## src/rtl/hazard_ctrl.sv

```systemverilog
`default_nettype none
// ============================================================================
//  Module   : hazard_ctrl
//  Purpose  : Tuse/Tnew hazard unit for the 5-stage MIPS pipe. It shadows
//             the E/M/W producers and drives stall/bubble controls and the
//             D-stage and E-stage forwarding selects.
//  Option   : HAZARD_STATS_EN adds a saturating stall-cycle counter
//             (stall_cnt port).
//  Revision : 1.0  initial release
// ============================================================================
module hazard_ctrl #(
  parameter int NO_USE = 16
`ifdef HAZARD_STATS_EN
  ,
  parameter int CNT_W  = 32
`endif
) (
  input  logic       clk,
  input  logic       rst_n,
  input  logic       d_valid,
  input  logic [4:0] d_rs,
  input  logic [4:0] d_rt,
  input  logic [4:0] d_rsT,
  input  logic [4:0] d_rtT,
  input  logic [4:0] d_T,
  input  logic       d_regw_en,
  input  logic [4:0] d_dst,
  output logic       stall,
  output logic       pc_en,
  output logic       fd_en,
  output logic       de_clr,
  output logic [1:0] fwd_d_rs,
  output logic [1:0] fwd_d_rt,
  output logic [1:0] fwd_e_rs,
  output logic [1:0] fwd_e_rt
`ifdef HAZARD_STATS_EN
  ,
  output logic [CNT_W-1:0] stall_cnt
`endif
);

  localparam logic [5:0] c_no_use = 6'(NO_USE);

  // One in-flight producer: write-valid, destination and cycles until ready
  typedef struct packed {
    logic       v;
    logic [4:0] dst;
    logic [1:0] tnew;
  } prod_t;

  prod_t      r_e, r_m, r_w;
  // Operand info of the instruction in E, needed for the E-stage selects
  logic [4:0] r_e_rs, r_e_rt, r_e_rs_t, r_e_rt_t;

  prod_t      w_d;
  logic       w_stall;

  function automatic logic f_hit(input prod_t s, input logic [4:0] r);
    return s.v && (s.dst == r) && (r != 5'd0);
  endfunction

  function automatic logic f_used(input logic [4:0] tuse);
    return {1'b0, tuse} < c_no_use;
  endfunction

  // Youngest matching producer in E or M decides; older ones are shadowed
  function automatic logic f_op_stall(input logic [4:0] r, input logic [4:0] tuse,
                                      input prod_t e, input prod_t m);
    logic st;
    st = 1'b0;
    if (f_used(tuse)) begin
      if (f_hit(e, r))      st = ({3'b000, e.tnew} > tuse);
      else if (f_hit(m, r)) st = ({3'b000, m.tnew} > tuse);
    end
    return st;
  endfunction

  // A youngest match that is not ready yet selects the GRF; E picks it up later
  function automatic logic [1:0] f_d_sel(input logic [4:0] r, input prod_t e,
                                         input prod_t m, input prod_t w);
    logic [1:0] sel;
    sel = 2'd0;
    if (f_hit(e, r))      sel = (e.tnew == 2'd0) ? 2'd1 : 2'd0;
    else if (f_hit(m, r)) sel = (m.tnew == 2'd0) ? 2'd2 : 2'd0;
    else if (f_hit(w, r)) sel = (w.tnew == 2'd0) ? 2'd3 : 2'd0;
    return sel;
  endfunction

  function automatic logic [1:0] f_e_sel(input logic [4:0] r, input logic [4:0] tuse,
                                         input prod_t m, input prod_t w);
    logic [1:0] sel;
    sel = 2'd0;
    if (f_used(tuse)) begin
      if (f_hit(m, r) && (m.tnew == 2'd0)) sel = 2'd2;
      else if (f_hit(w, r))                sel = 2'd3;
    end
    return sel;
  endfunction

  // Producer entry for the D-stage instruction; only real GPR writes count
  always_comb begin
    w_d.v    = d_valid && d_regw_en && (d_dst != 5'd0) && (d_T <= 5'd2);
    w_d.dst  = d_dst;
    w_d.tnew = w_d.v ? d_T[1:0] : 2'd0;
  end

  // Hazard detection and forwarding selects, all from state plus D inputs
  always_comb begin
    w_stall  = f_op_stall(d_rs, d_rsT, r_e, r_m) || f_op_stall(d_rt, d_rtT, r_e, r_m);
    fwd_d_rs = f_d_sel(d_rs, r_e, r_m, r_w);
    fwd_d_rt = f_d_sel(d_rt, r_e, r_m, r_w);
    fwd_e_rs = f_e_sel(r_e_rs, r_e_rs_t, r_m, r_w);
    fwd_e_rt = f_e_sel(r_e_rt, r_e_rt_t, r_m, r_w);
  end

  assign stall  = w_stall;
  assign pc_en  = ~w_stall;
  assign fd_en  = ~w_stall;
  assign de_clr = w_stall;

  // Shadow pipeline: bubble into E on stall or empty slot, M/W always advance
  always_ff @(posedge clk or negedge rst_n) begin
    if (!rst_n) begin
      r_e      <= '0;
      r_m      <= '0;
      r_w      <= '0;
      r_e_rs   <= 5'd0;
      r_e_rt   <= 5'd0;
      r_e_rs_t <= '1;
      r_e_rt_t <= '1;
    end else begin
      r_w <= '{v: r_m.v, dst: r_m.dst, tnew: 2'd0};
      r_m <= '{v: r_e.v, dst: r_e.dst,
               tnew: (r_e.tnew == 2'd0) ? 2'd0 : (r_e.tnew - 2'd1)};
      if (w_stall || !d_valid) begin
        r_e      <= '0;
        r_e_rs   <= 5'd0;
        r_e_rt   <= 5'd0;
        r_e_rs_t <= '1;
        r_e_rt_t <= '1;
      end else begin
        r_e      <= w_d;
        r_e_rs   <= d_rs;
        r_e_rt   <= d_rt;
        r_e_rs_t <= d_rsT;
        r_e_rt_t <= d_rtT;
      end
    end
  end

`ifdef HAZARD_STATS_EN
  logic [CNT_W-1:0] r_stall_cnt;

  // Saturating count of stalled cycles
  always_ff @(posedge clk or negedge rst_n) begin
    if (!rst_n) begin
      r_stall_cnt <= '0;
    end else if (w_stall && (r_stall_cnt != '1)) begin
      r_stall_cnt <= r_stall_cnt + CNT_W'(1);
    end
  end

  assign stall_cnt = r_stall_cnt;
`endif

endmodule
`default_nettype wire
```

## config.mk

```make
export PLATFORM = sky130hd
export DESIGN_NAME = hazard_ctrl
export DESIGN_NICKNAME = d
export VERILOG_FILES = /design/src/rtl/hazard_ctrl.sv
export SDC_FILE = /design/constraint.sdc
export NUM_CORES = 1
export LEC_CHECK = 0
export BUFFER_PORTS_ARGS = -buffer_cell sky130_fd_sc_hd__buf_2
export CAP_MARGIN = 10
export CELL_PAD_IN_SITES_DETAIL_PLACEMENT = 0
export CELL_PAD_IN_SITES_GLOBAL_PLACEMENT = 1
export CORE_UTILIZATION = 41
export DETAILED_ROUTE_END_ITERATION = 10
export GPL_ROUTABILITY_DRIVEN = 0
export HOLD_SLACK_MARGIN = 0.12
export PLACE_DENSITY = 0.88
export SLEW_MARGIN = 40
export SYNTH_ARGS = -nofsm -noshare
export SYNTH_HDL_FRONTEND = slang
export SYNTH_SLANG_ARGS = --single-unit
```

## constraint.sdc

```tcl
create_clock -name clk -period 2.82 [get_ports clk]
set_clock_uncertainty 0.1 [all_clocks]
set_input_delay 0.282 -clock clk [delete_from_list [all_inputs] [get_ports clk]]
set_output_delay 0.282 -clock clk [all_outputs]
set_load 0.05 [all_outputs]
```

==> flow_results.org <==
** Run status
- Status :: finished, final reports clean

** Floorplan
- Number of standard-cell rows in the floorplan :: 25
- Die Ht :: between 70 and 80 um
- Die area :: between 5000 and 6000 um^2
- Area of the core :: 4850 um^2
- From left edge to right edge, the die measures about 74 um.
- 46 I/O pins were placed.
- Starting density of the core :: 0.438

** Logic synthesis
- The fraction of the mapped netlist area in compound gates is 0.0512.
- For this run, the number of Yosys warnings is 0.
- After synthesis, the largest family of logic cells by area is simple AND/OR/NAND/NOR gates.
- Share of flip-flops with an asynchronous set or reset :: 1.00
- Synth Cell Area :: 2120 um^2
- Yosys cell types :: 35
- XOR/XNOR share of the synthesized area :: 0.206
- Of the total synthesized cell area, the portion taken by AND, OR, NAND and NOR gates is 0.253.
- Portion of the post-synthesis area used by sequential elements :: 0.402
- Synthesis handed over a netlist of between 200 and 250 instances.
- The portion of synthesized area spent on multiplexers is 0.00471.
- Of the total synthesized cell area, the portion taken by full adders, half adders and majority gates is 0.0471.
- Number of enable flip-flop cells after synthesis :: 0
- Most used DFF post-synth :: dfrtp_1
- Yosys reg bits :: 34
- When the netlist entered floorplanning its net count stood at 268.
- Mean instance size in the synthesized netlist :: around 9.4 um^2

** Placed design
- In this run the tool buffered the top-level ports with 45 buffer cells.
- After legalization and detailed placement, the total HPWL measured 3970 um.
- After detailed placement, the design holds a cell count of 332.

** Timing
- In this run the tightest slew margin relative to its limit is 0.524.
- Final sum of negative setup slack :: 0 ps
- Count of final hold-check violations :: 0
- The routed design could run at a clock period as short as between 2000 and 3000 ps.
- Final setup violation count :: 0
- Of the available clock period, the critical path in the final layout requires 0.956.
- Slew of the pin with the lowest slew margin :: 714 ps
- RSZ-0062 raised after global routing :: no
- The count of pins over their slew limit is 0.
- Timing-limited maximum frequency :: 371 MHz

** Routing
- Drt first-iter violations :: 54
- Using the TritonRoute via totals, the vias-per-cell ratio works out to 5.18.
- Total Wirelength :: 4990 um
- Final ANT Viol Nets :: 0
- Before antenna repair, the detailed router went through 6 iterations.
- DR DRC count :: 0
- Post-detailed-route wirelength per cell :: 14.6 um
- Detailed routing inserted a total of approximately 1,800 vias.

** Global routing
- Global-route wire length before repair :: 7800 um
- The number of global-route vias before repair is around 1,600.
- Largest net degree at the start of global routing :: 35
- The number of antenna violations at the first check in global routing is 0.
- Overflow left after global routing :: 0
- In the global route stage, overall resource usage came out at 0.196.

** Clock network
- Clock tree synthesis found a total of 34 sinks.
- Counting along the longest clock path gives a buffer depth of 2.
- CTS tree :: built
- Clock buffers created by TritonCTS :: 5
- The later pin in the worst-skew pair is clocked with a latency of 280 ps.
- Register clock-pin slew on the reported worst setup and hold paths :: ~70 ps
- The cell sitting at the root of the clock tree is a clkbuf_8.
- Depth of the CTS H-tree :: 2

** Final layout
- Fill cells in the final layout number 455.
- Top library cells by usage in the layout, fill and taps aside :: 44 x buf_2, 33 x xnor2_1, 32 x dfrtp_1, 26 x nor3_1, 23 x nand2_1
- Relative to the synthesized area, the layout overhead comes to 20.1%.
- Layout cell share with drive strength beyond 1 :: 0.243
- The repair_antennas step left the layout with diodes totalling 0.
- Commonest non-fill, non-tap cell in the layout :: buf_2
- Net count of the finished layout :: 317
- Once layout is complete, the cells apart from fillers number about 340.

** Critical path
- Cell class contributing the biggest share of worst-path delay :: simple AND/OR/NAND/NOR gates
- STA classifies the critical path startpoint as a register.
- The signal on the critical path passes through xnor2_1, nand4_1, or3_1, or4_1, a21oi_1, buf_4.
- Counting both buffers and inverters, the worst setup path holds a total of 1.
- Largest stage delay on the critical path :: approximately 460 ps
- The slowest stage of the critical path is the dfrtp_1 cell.
- At the worst endpoint, the arrival time is 2310 ps.
- CP required :: between 2000 and 2500 ps
- Type of element capturing the critical path :: output pin
- Critical Path Fanout Max :: 5
- The critical path is of the reg2out type.

** Power and ir drop
- Power density normalized to cell area :: 413 nW/um^2
- The share of total power dissipated in the clock network is 0.341.
- Sw frac :: 0.258
- P_leak :: 0.00117 uW
- Power share of the sequential group :: 0.514
- Cell internal power was estimated by the tool at between 700 and 800 uW.
- IR analysis of the VDD net gives a maximum drop of 0.000354 V.
- Switching power of the nets :: between 200 and 300 uW
- The share of total power dissipated in combinational logic is 0.145.

** Job
- Number of max-cap violations :: 0

** Min path
- The min-delay analysis places its worst path in the category in2reg.
-- state kept, by name, summed over array words and instances (netlist names) --
| signal | cells |
|---|---|
| r_e_rt_t | 1 |
| r_w | 6 |
| r_e | 8 |
| r_e_rs | 5 |
| r_m | 8 |
| r_e_rs_t | 1 |
| r_e_rt | 5 |
-- metal layers --
metal,vias to the layer above,GRT usage,share of wire
met1,850,0.246,0.44
met2,44,0.341,0.51
met5,-,0,0
met4,0,0.0641,0.016
li1,877,-,-
met3,7,0.0366,0.028
-- stage by stage --
step / instance area, um^2 / worst slack [ps] / total power [uW] / hold slack [ps] / util
detailed placement: 2420 / 276 / 703 / 279 / 0.499
floorplan: 2130 / 43.4 / 635 / -114 / -
global route: 2550 / 1.77 / 1110 / 127 / 0.526
global placement: 2420 / 257 / 699 / 272 / 0.499
finish: 2550 / 125 / 1050 / 128 / 0.526
CTS: 2520 / 6.58 / 1060 / 121 / 0.520
-- layout make-up --
type                            instances  area, um^2  share of cell area
Clock buffer                            7        86.3              0.0338
Clock inverter                          1        5.00             0.00196
Inverter                                6        22.5             0.00882
Multi-Input combinational cell        175        1200               0.472
Sequential cell                        34         853               0.334
Tap cell                               67        83.8              0.0328
Timing Repair Buffer                   53         297               0.116
-- worst paths after layout --
| path | from | endpoint | slack [ps] | cells past startpoint |
|---|---|---|---|---|
| worst max-delay path | r_m[3]$_DFF_PN0_ | fwd_d_rs[1] | 130 | 6 |
| worst min-delay path | d_rtT[4] | r_e_rt_t[4]$_DFF_PN1_ | 130 | 2 |
| worst max register to register | r_e[3]$_DFF_PN0_ | r_e_rs_t[4]$_DFF_PN1_ | 490 | 7 |
| worst min register to register | r_e[7]$_DFF_PN0_ | r_m[7]$_DFF_PN0_ | 300 | 0 |
| max in group asynchronous | rst_n | r_w[2]$_DFF_PN0_ | 1670 | 2 |
| min in group asynchronous | rst_n | r_e_rs[4]$_DFF_PN0_ | 490 | 2 |
-- cell usage after synthesis (all sizes together), types with 6 or more instances --
master | number | share of area
nor3 | 26 | 0.061
xor2 | 17 | 0.070
ha | 8 | 0.047
or4 | 9 | 0.034
nand4 | 8 | 0.024
inv | 6 | 0.011
buf | 6 | 0.016
xnor2 | 33 | 0.14
nand2 | 23 | 0.041
dfrtp | 32 | 0.38
a21oi | 6 | 0.014
nor2 | 10 | 0.019
-- kinds of logic after synthesis --
logic type                 count (synthesis)
muxes                                      1
and+or+nand+nor                          100
DFF                                       34
buffers and inverters                     17
AOI/OAI and AO/OA                         16
adders and majority gates                  8
xor gates and xnor gates                  50
-- timing repair --
item                                   CTS  global route
setup buffers                            0             1
endpoints found under the hold margin   32             1
resized for setup                        0             5
hold buffers                             1             1
setup endpoints to repair                0             5
-- power by group through the flow --
stage / combinational (uW) / sequential [uW] / clock (uW)
floorplan: 95.3 / 540 / 0
global placement: 149 / 551 / 0
detailed placement: 152 / 551 / 0
CTS: 153 / 542 / 366
global route: 170 / 545 / 392
finish: 153 / 542 / 360
Note: power is estimated with default switching activity, not from simulation.
